==> config.mk <==
export PLATFORM = sky130hd
export DESIGN_NAME = exc_ctrl
export DESIGN_NICKNAME = d
export VERILOG_FILES = /design/src/rtl/exc_ctrl.sv
export SDC_FILE = /design/constraint.sdc
export NUM_CORES = 1
export LEC_CHECK = 0
export BUFFER_PORTS_ARGS = -buffer_cell sky130_fd_sc_hd__buf_2
export CORE_ASPECT_RATIO = 1.2
export CORE_MARGIN = 3
export CORE_UTILIZATION = 53
export DETAILED_ROUTE_END_ITERATION = 16
export PLACE_DENSITY = 0.95
export SYNTH_ARGS = -nofsm -noshare
export SYNTH_HDL_FRONTEND = slang
export SYNTH_SLANG_ARGS = --single-unit
==> constraint.sdc <==
create_clock -name clk -period 4.6 [get_ports clk]
set_input_delay 0.92 -clock clk [delete_from_list [all_inputs] [get_ports clk]]
set_output_delay 0.92 -clock clk [all_outputs]
set_load 0.005 [all_outputs]
==> src/rtl/exc_ctrl.sv <==
// Exception/interrupt commit controller for cp0.
// Picks the highest-priority event from the MEM-stage commit slot, waits for
// outstanding data-bus traffic, then presents one COMMIT cycle to cp0 with
// flush and fetch redirect, followed by optional extra flush cycles.
//
// state  | meaning
// IDLE   | watching the commit slot for an interrupt, exception or ERET
// WAIT   | event latched, pipeline stalled until the data bus goes idle
// COMMIT | one cycle: cp0 exception inputs valid, redirect strobe, flush
// FLUSH  | flush held for the remaining FLUSH_CYCLES-1 cycles
module exc_ctrl #(
    parameter logic [31:0] EXC_VECTOR   = 32'hBFC0_0380,
    parameter int          FLUSH_CYCLES = 2,
    parameter logic [7:0]  WAIT_LIMIT   = 8'd255
) (
    input  logic        clk,
    input  logic        rst_n,
    input  logic        commit_valid_i,
    input  logic [31:0] commit_pc_i,
    input  logic        commit_in_delayslot_i,
    input  logic [6:0]  commit_exc_i,
    input  logic        commit_eret_i,
    input  logic [31:0] commit_dvaddr_i,
    input  logic        mem_busy_i,
    input  logic [31:0] status_i,
    input  logic [31:0] cause_i,
    input  logic [31:0] epc_i,
    output logic [4:0]  excepttype_o,
    output logic        is_in_delayslot_o,
    output logic [31:0] current_inst_addr_o,
    output logic [31:0] badvaddr_o,
    output logic        stall_o,
    output logic        flush_o,
    output logic        redirect_valid_o,
    output logic [31:0] redirect_pc_o,
    output logic        timeout_err_o
);
    // cp0 cause codes; zero means no exception
    localparam logic [4:0] EXC_INT  = 5'h01;
    localparam logic [4:0] EXC_ADEL = 5'h04;
    localparam logic [4:0] EXC_ADES = 5'h05;
    localparam logic [4:0] EXC_SYS  = 5'h08;
    localparam logic [4:0] EXC_BP   = 5'h09;
    localparam logic [4:0] EXC_RI   = 5'h0a;
    localparam logic [4:0] EXC_OV   = 5'h0c;
    localparam logic [4:0] EXC_ERET = 5'h0e;

    localparam logic [7:0] FLUSH_LAST = 8'(FLUSH_CYCLES - 1);

    typedef enum logic [1:0] {S_IDLE, S_WAIT, S_COMMIT, S_FLUSH} state_t;

    state_t      state;
    logic [7:0]  wait_cnt;
    logic [7:0]  wait_nxt;
    logic [7:0]  flush_cnt;
    logic        stall_q;
    logic [4:0]  code_q;
    logic [31:0] pc_q;
    logic        ds_q;
    logic [31:0] badv_q;

    logic        int_pend;
    logic        detect;
    logic        go_commit;
    logic [4:0]  det_code;
    logic [31:0] det_badv;
    logic [4:0]  sel_code;
    logic [31:0] sel_pc;
    logic        sel_ds;
    logic [31:0] sel_badv;
    logic        unused_bits;

    assign unused_bits = ^{status_i[31:16], status_i[7:2], cause_i[31:16], cause_i[7:0]};

    assign int_pend = status_i[0] & ~status_i[1] & (|(status_i[15:8] & cause_i[15:8]));
    assign detect   = (state == S_IDLE) & commit_valid_i
                      & (int_pend | (|commit_exc_i) | commit_eret_i);
    assign wait_nxt = wait_cnt + 8'd1;

    // priority encode the event and choose the bad virtual address
    always_comb begin
        det_code = 5'h00;
        det_badv = 32'h0;
        if (int_pend)                det_code = EXC_INT;
        else if (commit_exc_i[6]) begin
            det_code = EXC_ADEL;
            det_badv = commit_pc_i;
        end
        else if (commit_exc_i[5])    det_code = EXC_RI;
        else if (commit_exc_i[4])    det_code = EXC_OV;
        else if (commit_exc_i[3])    det_code = EXC_SYS;
        else if (commit_exc_i[2])    det_code = EXC_BP;
        else if (commit_exc_i[1]) begin
            det_code = EXC_ADEL;
            det_badv = commit_dvaddr_i;
        end
        else if (commit_exc_i[0]) begin
            det_code = EXC_ADES;
            det_badv = commit_dvaddr_i;
        end
        else if (commit_eret_i)      det_code = EXC_ERET;
    end

    // commit straight from IDLE uses the live detection, from WAIT the latches
    always_comb begin
        go_commit = (detect & ~mem_busy_i)
                    | ((state == S_WAIT) & (~mem_busy_i | (wait_nxt == WAIT_LIMIT)));
        sel_code  = (state == S_IDLE) ? det_code              : code_q;
        sel_pc    = (state == S_IDLE) ? commit_pc_i           : pc_q;
        sel_ds    = (state == S_IDLE) ? commit_in_delayslot_i : ds_q;
        sel_badv  = (state == S_IDLE) ? det_badv              : badv_q;
    end

    assign stall_o       = stall_q | detect;
    assign redirect_pc_o = !redirect_valid_o ? 32'h0
                         : (excepttype_o == EXC_ERET) ? epc_i : EXC_VECTOR;

    // sequencing FSM with registered cp0/flush/redirect outputs
    always_ff @(posedge clk or negedge rst_n) begin
        if (!rst_n) begin
            state               <= S_IDLE;
            wait_cnt            <= 8'd0;
            flush_cnt           <= 8'd0;
            stall_q             <= 1'b0;
            code_q              <= 5'h00;
            pc_q                <= 32'h0;
            ds_q                <= 1'b0;
            badv_q              <= 32'h0;
            excepttype_o        <= 5'h00;
            is_in_delayslot_o   <= 1'b0;
            current_inst_addr_o <= 32'h0;
            badvaddr_o          <= 32'h0;
            flush_o             <= 1'b0;
            redirect_valid_o    <= 1'b0;
            timeout_err_o       <= 1'b0;
        end else begin
            excepttype_o        <= 5'h00;
            is_in_delayslot_o   <= 1'b0;
            current_inst_addr_o <= 32'h0;
            badvaddr_o          <= 32'h0;
            redirect_valid_o    <= 1'b0;

            if (go_commit) begin
                state               <= S_COMMIT;
                stall_q             <= 1'b1;
                flush_o             <= 1'b1;
                redirect_valid_o    <= 1'b1;
                excepttype_o        <= sel_code;
                is_in_delayslot_o   <= sel_ds;
                current_inst_addr_o <= sel_pc;
                badvaddr_o          <= sel_badv;
            end

            case (state)
                S_IDLE: begin
                    if (detect) begin
                        code_q <= det_code;
                        pc_q   <= commit_pc_i;
                        ds_q   <= commit_in_delayslot_i;
                        badv_q <= det_badv;
                        if (mem_busy_i) begin
                            state    <= S_WAIT;
                            stall_q  <= 1'b1;
                            wait_cnt <= 8'd0;
                        end
                    end
                end
                S_WAIT: begin
                    wait_cnt <= wait_nxt;
                    if (go_commit && mem_busy_i) timeout_err_o <= 1'b1;
                end
                S_COMMIT: begin
                    stall_q <= 1'b0;
                    if (FLUSH_CYCLES > 1) begin
                        state     <= S_FLUSH;
                        flush_cnt <= 8'd1;
                    end else begin
                        state   <= S_IDLE;
                        flush_o <= 1'b0;
                    end
                end
                S_FLUSH: begin
                    if (flush_cnt >= FLUSH_LAST) begin
                        state   <= S_IDLE;
                        flush_o <= 1'b0;
                    end else begin
                        flush_cnt <= flush_cnt + 8'd1;
                    end
                end
                default: state <= S_IDLE;
            endcase
        end
    end
endmodule
# Word-level counts from Yosys, hierarchy flattened
# Cells that the tools add are included.
# classes
addsub	2
eq_ne	8
n_lt_le_gt_ge	1
bitwise_logic	14
reduce_logical	10
muxes	45
# ops
op	count
2-to-1 mux 32 bit	14
2-to-1 mux 4 bit	9
one-hot mux 8 bit (2 select lines)	2
2-to-1 mux 8 bit	3
adder 8 x 1 -> 8 bit, second input constant	2
2-to-1 mux 5 bit	2
2-to-1 mux 1 bit	9
bitwise AND 8 bit	1
equality test 8 bit, second input constant	1
greater-or-equal comparator 8 x 1 -> 1 bit, second input constant	1
2-to-1 mux 2 bit	4
OR reduction 8 bit	1
OR reduction 7 bit	1
bitwise AND 1 bit	6
!= test 2 bit, second input constant	3
one-hot mux 2 bit (3 select lines)	1
AND reduction 2 bit	3
equality test 5 x 4 -> 1 bit, second input constant	1
OR 1 bit	5
equality test 2 bit, second input constant	2
nonzero test 2 bit	2
AND reduction 3 bit	1
equality test 2 x 1 -> 1 bit, second input constant	1
zero test 2 bit	1
other kinds (3)	4
# totals
inputBits	173
regBits	162

# Longest topological paths before layout
# Gate-level depths: netlist of the first run.
# depth
ltp_word	12
mapped_depth	9
mapped_depth_nobuf	7

# Least setup slack after synthesis of the first run
# No wires, ideal clock.
# synth_timing
path_type	input to output
startpoint	in commit_exc_i[2]
endpoint	out stall_o
path_slack_ns	1.610
n_path_buf	1
arrival_time_ns	2.070
stages	5
t_required_ns	3.680
cell_sequence	nor4_1 -> nand3_1 -> o211ai_2 -> buf_2 -> nand2b_1
# synth_between
elab_chain_cells	5
# synth_rtl
element	line_no	text
from (decl)	21	input logic [6:0] commit_exc_i,
OR reduction 7 bit	77	& (int_pend | (|commit_exc_i) | commit_eret_i);
OR 1 bit (2 in series)	77	
bitwise AND 1 bit	77	
OR 1 bit	114	assign stall_o = stall_q | detect;
to (decl)	32	output logic stall_o,
# Every way passes these cells.

# Final worst setup path of the first run
# layout_timing
startpoint	reg excepttype_o[0]
endpoint	out redirect_pc_o[18]
# layout_between
elab_chain_cells	3
# layout_rtl
element	line_no	text
from (decl)	28	output logic [4:0] excepttype_o,
from (signal assigned)	148	excepttype_o <= sel_code;
equality test 5 x 4 -> 1 bit	116	: (excepttype_o == EXC_ERET) ? epc_i : EXC_VECTOR;
2-to-1 mux 32 bit	116	
2-to-1 mux 32 bit	115	assign redirect_pc_o = !redirect_valid_o ? 32'h0
to (decl)	35	output logic [31:0] redirect_pc_o,
# Every way passes these cells.

==> metrics.md, run 1 <==
| Metric | Value |
|---|---|
| Outcome | `complete, no violations` |
| Number of diodes | `0` |
| P_sw | `1690 uW` |
| Post-Syn Instances | `approximately 730` |
| Die Wd | `114 microns` |
| Worst hold path type | `reg2reg` |
| I/O pin total | `279` |
| Most common cell in the netlist | `dfrtp_1` |
| Crit-path cells | `nand4b_1 -> nor2_1 -> and2_1 -> buf_2` |
| Adder-Cell Fraction of Synth Area | `0.837%` |
| I/O Buffers | `231` |
| Core Area | `between 10,000 and 15,000 sq um` |
| Fillers | `slightly below 1,000` |
| Syn Area/Cell | `between 10 and 15 sq um` |
| CP Buf/Inv Count | `1` |
| Post-CTS Setup Repair Bufs | `0` |
| RSZ-0062 raised after global routing | `false` |
| Compound-Gate Fraction of Synth Area | `18.8%` |
| WL per Instance | `16.7 microns` |
| Pwr/cell area | `514 nW/um^2` |
| Multiplexer share of the synthesized area | `5.26%` |
| Starting density of the core | `55.3%` |
| Final wirelength | `18.5 mm` |
| Sequential share of power | `42.4%` |
| Mapped Nets | `903` |
| Max_slew headroom | `31.2%` |
| Critical path's largest stage delay | `0.87 ns` |
| Share of layout cells above drive strength 1 | `40.4%` |
| Storage cell area | `4000 sq um` |
| Crit path kind | `reg2out` |
| Vias in the first global route | `6,000` |
| Internal power | `between 3000 and 4000 uW` |
| Final Net Count | `1,108` |
| Data required, critical path | `3.68 ns` |
| Largest net degree at the start of global routing | `114` |
| Logic pwr share | `30.8%` |
| Synth area leaders | `dfrtp_1, a21oi_2, nand2_1` |
| Clk pwr share | `26.8%` |
| Setup_tns | `0 ns` |
| Total number of vias | `6,200` |
| Post-synth top flop | `dfrtp_1` |
| ANT nets after route | `0` |
| VDD IR max | `0.000423 V` |
| Placer congestion estimate | `0.888` |
| Die area | `between 15,000 and 20,000 sq um` |
| Detailed-route vias per instance | `roughly 5.6` |
| Count of final setup violators | `0` |
| Cell family with most CP delay | `simple AND/OR/NAND/NOR gates` |
| Clock transition at the registers of the reported paths | `roughly 0.060 ns` |
| Register area share after synthesis | `53.6%` |
| Period utilization | `75.4%` |
| Post-synth top area share | `53.6%` |
| Root Buffer | `clkbuf_16` |
| Dpl hpwl | `roughly 12 mm` |
| Critical Path End Type | `primary output` |
| Clock Latency Late Sink | `around 0.42 ns` |
| Final Hold Fails | `0` |
| Clock Sink Count | `160` |
| Synth area leader | `dfrtp_1` |
| Post-Synth XOR/XNOR Area | `less than 1%` |
| Flops & latches, synth | `160` |
| Slowest cell on the critical path | `nor2_1` |
| LEAKAGE | `0.00449 uW` |
| CTS buffer count | `17` |
| Total Power | `4760 uW` |
| Drt drc | `0` |
| Post_cts resized | `0` |
| Async SR Flop Fraction | `100%` |
| Synth unique cells | `52` |
| Largest family of logic cells by synthesized area | `compound AO/OA/AOI/OAI gates` |
| Final Slew Violations | `0` |
| Crit-path max FO | `20` |
| Max Root-Sink Buffers | `2` |
| Htree depth | `4` |
| Antenna violations before repair | `1` |
| Net Sw Frac | `between 30% and 40%` |
| Area delta synth->final | `23.9%` |
| Max Fclk | `288 MHz` |
| GRT overflow | `0` |
| Area of the multi-input gates | `3200 sq um` |
| Area fraction in and, or, nand and nor cells after synthesis | `16.9%` |
| Hold buffer count at cts | `0` |
| Number of enable flip-flop cells after synthesis | `0` |
| Synthesized area | `7470 sq um` |
| TritonRoute pass-1 iters | `7` |
| Synth top cells by count | `dfrtp_1, nand2_1, a21oi_2` |
| Fin Clk Skew | `about 0.012 ns` |
| CTS tree | `done` |
| Max-cap viol count | `0` |
| Worst-margin pin slew | `1.03 ns` |
| Data arrival time of the worst path | `about 2.6 ns` |
| GR Util All Layers | `23.9%` |
| Die span in y | `136 microns` |
| Worst Setup Start Kind | `flip-flop` |
| Row count | `between 40 and 50` |
| Global-route wire length before repair | `29.3 mm` |
| Minimum clock period | `around 3.5 ns` |
| Ys Warns | `0` |
| Initial DRC Count | `just under 500` |
==> state kept, by name (all words and copies together) (netlist names) <==
register,count
badv_q,32
badvaddr_o,32
code_q,4
current_inst_addr_o,32
ds_q,1
excepttype_o,4
flush_cnt,8
flush_o,1
is_in_delayslot_o,1
pc_q,32
redirect_valid_o,1
stall_q,1
state,2
timeout_err_o,1
wait_cnt,8
==> worst reg2reg max path, stage by stage, from the launching register on <==
cell	delay, ns
dfrtp_1	0.47
ha_1	0.27
nand3_1	0.17
or4_1	0.49
a31o_1	0.24
a211o_4	0.57
buf_4	0.33
a21oi_2	0.13
==> layout by cell type (no fill, tap or decap), types with 4 or more instances in the layout <==
cell       Yosys  layout
dfrtp_1      160     160
buf_2         10     230
or3_1         33      33
a22oi_1       36      36
a21oi_2       67      67
nor2_1        40      39
o21ai_0        8       8
and2_1        25      25
ha_1           5       5
a21oi_1        4       4
clkinv_4       0       4
o31ai_1       36      36
nand3_1       11      11
buf_4          2       8
nand2b_1       4       4
mux2_2        34      34
inv_1         12      12
clkbuf_16      0      17
nor3_1         6       6
clkinv_2       0       4
nand2_1      149     148
==> metal layers <==
layer	vias up	track usage, %	routed length, microns
li1	2943	-	-
met1	3004	29.7	7380
met2	209	39.3	9480
met3	42	6.46	1180
met4	2	9.83	476
met5	-	0	17
==> path summary, 6_finish.rpt <==
path | startpoint | to | slack, ns | depth (start not counted)
worst max-delay path | excepttype_o[0]$_DFF_PN0_ | redirect_pc_o[18] | 1.13 | 4
worst min register to register | badv_q[4]$_DFFE_PN0P_ | badv_q[4]$_DFFE_PN0P_ | 0.48 | 2
max in group asynchronous | rst_n | badvaddr_o[16]$_DFF_PN0_ | 3.20 | 2
min in group asynchronous | rst_n | badvaddr_o[30]$_DFF_PN0_ | 0.61 | 1
worst min-delay path | badv_q[4]$_DFFE_PN0P_ | badv_q[4]$_DFFE_PN0P_ | 0.48 | 2
worst max register to register | wait_cnt[1]$_DFFE_PN0P_ | badvaddr_o[25]$_DFF_PN0_ | 1.86 | 7
==> through the flow <==
step	std cells	cell area (sq um)	util, %	hold slack [ns]	setup WS [ns]
floorplan	725	7470	-	0.443	1.61
global placement	1079	8730	64.5	0.451	1.32
detailed placement	1079	8730	64.5	0.465	1.29
CTS	1110	9260	68.5	0.479	1.12
global route	1110	9260	68.5	0.500	0.794
finish	1110	9260	68.5	0.476	1.13
==> power groups by stage <==
| stage | logic, uW | clock network (uW) | registers [uW] |
|---|---|---|---|
| finish | 1470 | 1280 | 2020 |
| global route | 1630 | 1360 | 2060 |
| detailed placement | 1470 | 0 | 2030 |
| global placement | 1420 | 0 | 2010 |
| floorplan | 1070 | 0 | 1990 |
| CTS | 1480 | 1300 | 2010 |
==> cell type report <==
cell class / instances / area share, %
inverters: 12 / 0.486
clock inverters: 11 / 0.878
well taps: 168 / 2.27
clock buffers: 20 / 4.93
repair buffers: 241 / 13.6
flip-flops and latches: 160 / 43.2
multi-input cells: 498 / 34.6
==> cell families (layout without fill, tap and decap cells) <==
family | Yosys count | in the layout
simple gates | 278 | 278
compound gates | 177 | 177
flops | 160 | 160
buf+inv | 67 | 284
mux | 35 | 35
fa+ha+maj | 5 | 5
xor+xnor | 2 | 2
other cells | 1 | 1
Power figures use the tool's default switching activity.
==> run 2, diff against run 1 <==
--- a/config.mk
+++ b/config.mk
@@ -8,9 +8,9 @@
 export BUFFER_PORTS_ARGS = -buffer_cell sky130_fd_sc_hd__buf_2
 export CORE_ASPECT_RATIO = 1.2
 export CORE_MARGIN = 3
-export CORE_UTILIZATION = 53
+export CORE_UTILIZATION = 50
 export DETAILED_ROUTE_END_ITERATION = 16
-export PLACE_DENSITY = 0.95
+export PLACE_DENSITY = 0.93
 export SYNTH_ARGS = -nofsm -noshare
 export SYNTH_HDL_FRONTEND = slang
 export SYNTH_SLANG_ARGS = --single-unit
==> constraint.sdc (replaced) <==
create_clock -name clk -period 3.3 [get_ports clk]
set_input_delay 0.66 -clock clk [delete_from_list [all_inputs] [get_ports clk]]
set_output_delay 0.66 -clock clk [all_outputs]
set_load 0.005 [all_outputs]
==> metrics.md, run 2 (synthesis results as in run 1) <==
| Metric | Value |
|---|---|
| Final Net Count | `1,115` |
| GR Util All Layers | `around 23%` |
| Drt drc | `0` |
| RSZ-0062 raised after global routing | `false` |
| Period utilization | `85.1%` |
| Worst Reg-to-Reg Cells | `7` |
| Dpl hpwl | `12.9 mm` |
| Pwr/cell area | `approximately 720 nW/um^2` |
| CTS tree | `done` |
| Post_cts resized | `0` |
| GRT overflow | `0` |
| Outcome | `complete, no violations` |
| Final instance area | `~9400 sq um` |
| Share of layout cells above drive strength 1 | `about two fifths` |
| Max_slew headroom | `44.9%` |
| Largest net degree at the start of global routing | `69` |
| Data arrival time of the worst path | `2.15 ns` |
| ANT nets after route | `0` |
| Slowest cell on the critical path | `nor2_1` |
| Die span in y | `140 microns` |
| Die area | `16,500 sq um` |
| Final wirelength | `18.9 mm` |
| Antenna violations before repair | `2` |
| Fillers | `around 1,200` |
| Vias in the first global route | `6,220` |
| Commonest non-fill, non-tap cell in the layout | `buf_2` |
| Initial DRC Count | `363` |
| Count of final setup violators | `0` |
| Core Area | `roughly 15,000 sq um` |
| Clock Sink Count | `160` |
| Htree depth | `4` |
| Root Buffer | `clkbuf_16` |
| Most frequent cells in the layout | `buf_2, dfrtp_1, nand2_1, a21oi_2, nor2_1` |
| Worst-margin pin slew | `approximately 0.8 ns` |
| Hold buffer count at cts | `0` |
| Final Util | `64.8%` |
| Max Root-Sink Buffers | `2` |
| Die Wd | `118 microns` |
| Placer congestion estimate | `0.876` |
| Crit-path cells | `nand4b_1 -> buf_4 -> nor2_1 -> and2_1 -> buf_2` |
| Row count | `48` |
| Area of the multi-input gates | `3200 sq um` |
| Max Fclk | `about 360 MHz` |
| Setup_tns | `0 ns` |
| Total Power | `between 6000 and 7000 uW` |
| Minimum clock period | `around 2.8 ns` |
| Crit path kind | `reg2out` |
| Max-cap viol count | `0` |
| Critical path's largest stage delay | `0.64 ns` |
| Area delta synth->final | `26.0%` |
| Number of diodes | `0` |
| Crit-path max FO | `20` |
| Worst hold path type | `in2async` |
| Final Slew Violations | `0` |
| Clock transition at the registers of the reported paths | `0.06 ns` |
| Data required, critical path | `~2.6 ns` |
| Global-route wire length before repair | `30.9 mm` |
| Final Hold Fails | `0` |
| Critical Path End Type | `primary output` |
| Clock Latency Late Sink | `0.42 ns` |
| WL per Instance | `16.5 microns` |
| TritonRoute pass-1 iters | `5` |
| Total number of vias | `around 6,300` |
| Placed cell count | `1,118` |
| I/O Buffers | `231` |
| I/O pin total | `279` |
| Worst Setup Start Kind | `flip-flop` |
| Detailed-route vias per instance | `5.47` |
| Post-CTS Setup Repair Bufs | `0` |
| Fin cells | `1,148` |
| Storage cell area | `~4000 sq um` |
| Fin Clk Skew | `0.0128 ns` |
| LEAKAGE | `0.00454 uW` |
| Starting density of the core | `51.4%` |
| VDD IR max | `0.000406 V` |
| CTS buffer count | `17` |
| DP Area | `8870 sq um` |
-- run 2: worst max-delay path, delay by kind of cell (launching register included) --
kind                   cells  cell delay, ns
flip-flops                 1            0.38
buffers and inverters      2            0.31
AND/OR/NAND/NOR            3            1.05
-- run 2: per-stage QoR --
stage               setup WS (ns)  hold WS [ns]
global route                0.256         0.277
floorplan                   0.830         0.364
detailed placement          0.552         0.466
finish                      0.493         0.221
global placement            0.560         0.455
CTS                         0.467         0.246
-- run 2: report_power, final --
group	switching (uW)	internal (uW)	leakage, uW
combinational	1310	832	0.00217
sequential	304	2510	0.00211
clock	793	1020	0.000262
total	2410	4360	0.00454
-- run 2: final timing paths --
path                                                start                                end  slack [ns]
worst max-delay path            excepttype_o[0]$_DFF_PN0_                  redirect_pc_o[18]        0.49
worst min-delay path                                rst_n   current_inst_addr_o[8]$_DFF_PN0_        0.22
worst max register to register    wait_cnt[0]$_DFFE_PN0P_  current_inst_addr_o[17]$_DFF_PN0_        0.70
worst min register to register     badv_q[31]$_DFFE_PN0P_             badv_q[31]$_DFFE_PN0P_        0.48
max in group asynchronous                           rst_n   current_inst_addr_o[5]$_DFF_PN0_        2.22
min in group clk                   badv_q[31]$_DFFE_PN0P_             badv_q[31]$_DFFE_PN0P_        0.48
-- run 2: per-layer routing --
metal  track usage, %  vias to the layer above  share of wire [%]
met5                0                        -               0.11
met4             10.7                        4                3.2
met3             5.53                       46                6.2
met2             39.8                      221                 50
met1             27.7                     3054                 40
li1                 -                     2960                  -
-- run 2: final cells by class --
cell class | count | share of cell area, %
clock buffer | 20 | 4.96
multi-input combinational | 498 | 34.0
sequential | 160 | 42.5
clock inverter | 10 | 0.877
tap | 200 | 2.66
timing repair buffer | 248 | 14.5
inverter | 12 | 0.478
==> run 3, diff against run 2 <==
--- a/config.mk
+++ b/config.mk
@@ -11,6 +11,7 @@
 export CORE_UTILIZATION = 50
 export DETAILED_ROUTE_END_ITERATION = 16
 export PLACE_DENSITY = 0.93
+export RECOVER_POWER = 25
 export SYNTH_ARGS = -nofsm -noshare
 export SYNTH_HDL_FRONTEND = slang
 export SYNTH_SLANG_ARGS = --single-unit
==> metrics.md, run 3 (synthesis results as in run 1) <==
| Metric | Value |
|---|---|
| Grt peak-use layer | `met2` |
| Slowest cell on the critical path | `nor2_1` |
| Pwr/cell area | `720 nW/um^2` |
| Area delta synth->final | `25.8%` |
| Setup_tns | `0 ns` |
| Hold buffer count at cts | `0` |
| Max Root-Sink Buffers | `2` |
| Fin Clk Skew | `0.0117 ns` |
| Most frequent cells in the layout | `buf_2, dfrtp_1, nand2_1, a21oi_2, nor2_1` |
| Post-CTS Setup Repair Bufs | `0` |
| RSZ-0062 raised after global routing | `false` |
| Die Wd | `118 microns` |
| Placer congestion estimate | `0.876` |
| M1 GR Usage | `approximately 28%` |
| Hold_sp | `badv_q[17]$_DFFE_PN0P_` |
| Worst Setup Start Kind | `flip-flop` |
| Detailed-route vias per instance | `5.47` |
| Hold Slack | `0.476 ns` |
| Htree depth | `4` |
| Clock transition at the registers of the reported paths | `roughly 0.060 ns` |
| Initial DRC Count | `353` |
| Placed cell count | `1,118` |
| Count of final setup violators | `0` |
| Final Util | `64.7%` |
| Fin worst setup slack | `0.492 ns` |
| Fillers | `1,178` |
| Largest net degree at the start of global routing | `69` |
| GR Util met2 | `39.8%` |
| Final Net Count | `1,115` |
| Final Hold Fails | `0` |
| Cell family with most CP delay | `simple AND/OR/NAND/NOR gates` |
| Data required, critical path | `around 2.6 ns` |
| Minimum clock period | `2.81 ns` |
| Antenna violations before repair | `2` |
| Starting density of the core | `51.4%` |
| Clock Sink Count | `160` |
| Root Buffer | `clkbuf_16` |
| Fin cells | `roughly 1,100` |
| Met3 usage | `between 5 and 6%` |
| I/O Buffers | `231` |
| Die span in y | `between 100 and 150 microns` |
| Worst-margin pin slew | `roughly 1.7 ns` |
| Row count | `48` |
| RR Endpoint | `current_inst_addr_o[17]$_DFF_PN0_` |
| GR Util All Layers | `23.2%` |
| CTS tree | `done` |
| Outcome | `finished, violations left` |
| Clock Latency Late Sink | `0.42 ns` |
| Share of layout cells above drive strength 1 | `between 40 and 50%` |
| Dpl hpwl | `about 13 mm` |
| Crit-path max FO | `20` |
| Commonest non-fill, non-tap cell in the layout | `buf_2` |
| CP Buf/Inv Count | `2` |
| Critical Path End Type | `primary output` |
| Core Area | `14,500 sq um` |
| Worst hold path type | `reg2reg` |
| Worst Reg-to-Reg Cells | `8` |
| Worst reg-to-reg setup slack | `0.71 ns` |
| Total number of vias | `6,284` |
| Hold Crit Depth | `2` |
| R2r startpoint | `wait_cnt[0]$_DFFE_PN0P_` |
| Vias in the first global route | `6,220` |
| WL per Instance | `16.5 microns` |
| GRT overflow | `0` |
| Die area | `16,500 sq um` |
| Period utilization | `85.1%` |
| Number of diodes | `0` |
| WHS Endpoint | `badv_q[17]$_DFFE_PN0P_` |
| LEAKAGE | `approximately 0.0045 uW` |
| ANT nets after route | `0` |
| Crit-path cells | `nand4b_1 -> buf_4 -> nor2_1 -> and2_1 -> buf_2` |
| VDD IR max | `0.000406 V` |
| I/O pin total | `279` |
| TritonRoute pass-1 iters | `5` |
| Violated checks | `max-capacitance violations, max-slew violations` |
| Final Slew Violations | `69` |
| Crit path kind | `reg2out` |
| CTS buffer count | `17` |
| Final wirelength | `about 19 mm` |
| Drt drc | `0` |
| Critical path's largest stage delay | `0.63 ns` |
| Max_slew headroom | `-14.3%` |
| Pre-CTS worst setup slack | `about 0.55 ns` |
| Max-cap viol count | `1` |
| Global-route wire length before repair | `30.9 mm` |
| Max Fclk | `356 MHz` |
| Post_cts resized | `0` |
| Data arrival time of the worst path | `2.15 ns` |
run 3: cell count changes in the layout (fill, tap and decap cells not counted), sizes merged:
| cell | before | now |
|---|---|---|
| clkbuf | 20 | 24 |
| buf | 248 | 244 |
run 3: worst register-to-register path: stages, from the launching register on:
cell     delay (ns)
dfrtp_1        0.46
inv_1          0.09
ha_1           0.16
nand3_1        0.14
or4_1          0.53
a31o_1         0.24
a211o_4        0.50
buf_12         0.27
a21oi_2        0.14
run 3: where the power goes:
group / switching (uW) / internal (uW) / leakage (uW)
combinational: 1310 / 830 / 0.00216
sequential: 306 / 2510 / 0.00211
clock: 791 / 1020 / 0.000262
total: 2410 / 4360 / 0.00453
run 3: worst max path at each step:
stage,startpoint,endpoint,cells after the start
2_1_floorplan,commit_exc_i[2],stall_o,5
3_3_place_gp,commit_exc_i[2],badvaddr_o[10]$_DFF_PN0_,7
3_5_place_dp,commit_exc_i[2],badvaddr_o[10]$_DFF_PN0_,7
4_1_cts,excepttype_o[0]$_DFF_PN0_,redirect_pc_o[18],5
5_1_grt,excepttype_o[0]$_DFF_PN0_,redirect_pc_o[17],5
6_report,excepttype_o[0]$_DFF_PN0_,redirect_pc_o[18],5
run 3: area by class of cell:
class / count / area, sq um / area share, %
clock inverters: 10 / 82.6 / 0.878
well taps: 200 / 250 / 2.66
repair buffers: 248 / 1350 / 14.3
inverters: 12 / 45.0 / 0.479
multi-input cells: 498 / 3200 / 34.1
clock buffers: 20 / 467 / 4.96
flip-flops and latches: 160 / 4000 / 42.6
run 3: routing by layer:
| layer | vias to the layer above | share of wire (%) |
|---|---|---|
| li1 | 2963 | - |
| met1 | 3051 | 40 |
| met2 | 222 | 50 |
| met3 | 44 | 6.4 |
| met4 | 4 | 3.1 |
| met5 | - | 0.11 |
run 3: stage by stage:
| stage | area, sq um | total power, uW |
|---|---|---|
| floorplan | 7470 | 4260 |
| global placement | 8870 | 4860 |
| detailed placement | 8870 | 4980 |
| CTS | 9420 | 6820 |
| global route | 9400 | 7200 |
| finish | 9400 | 6770 |
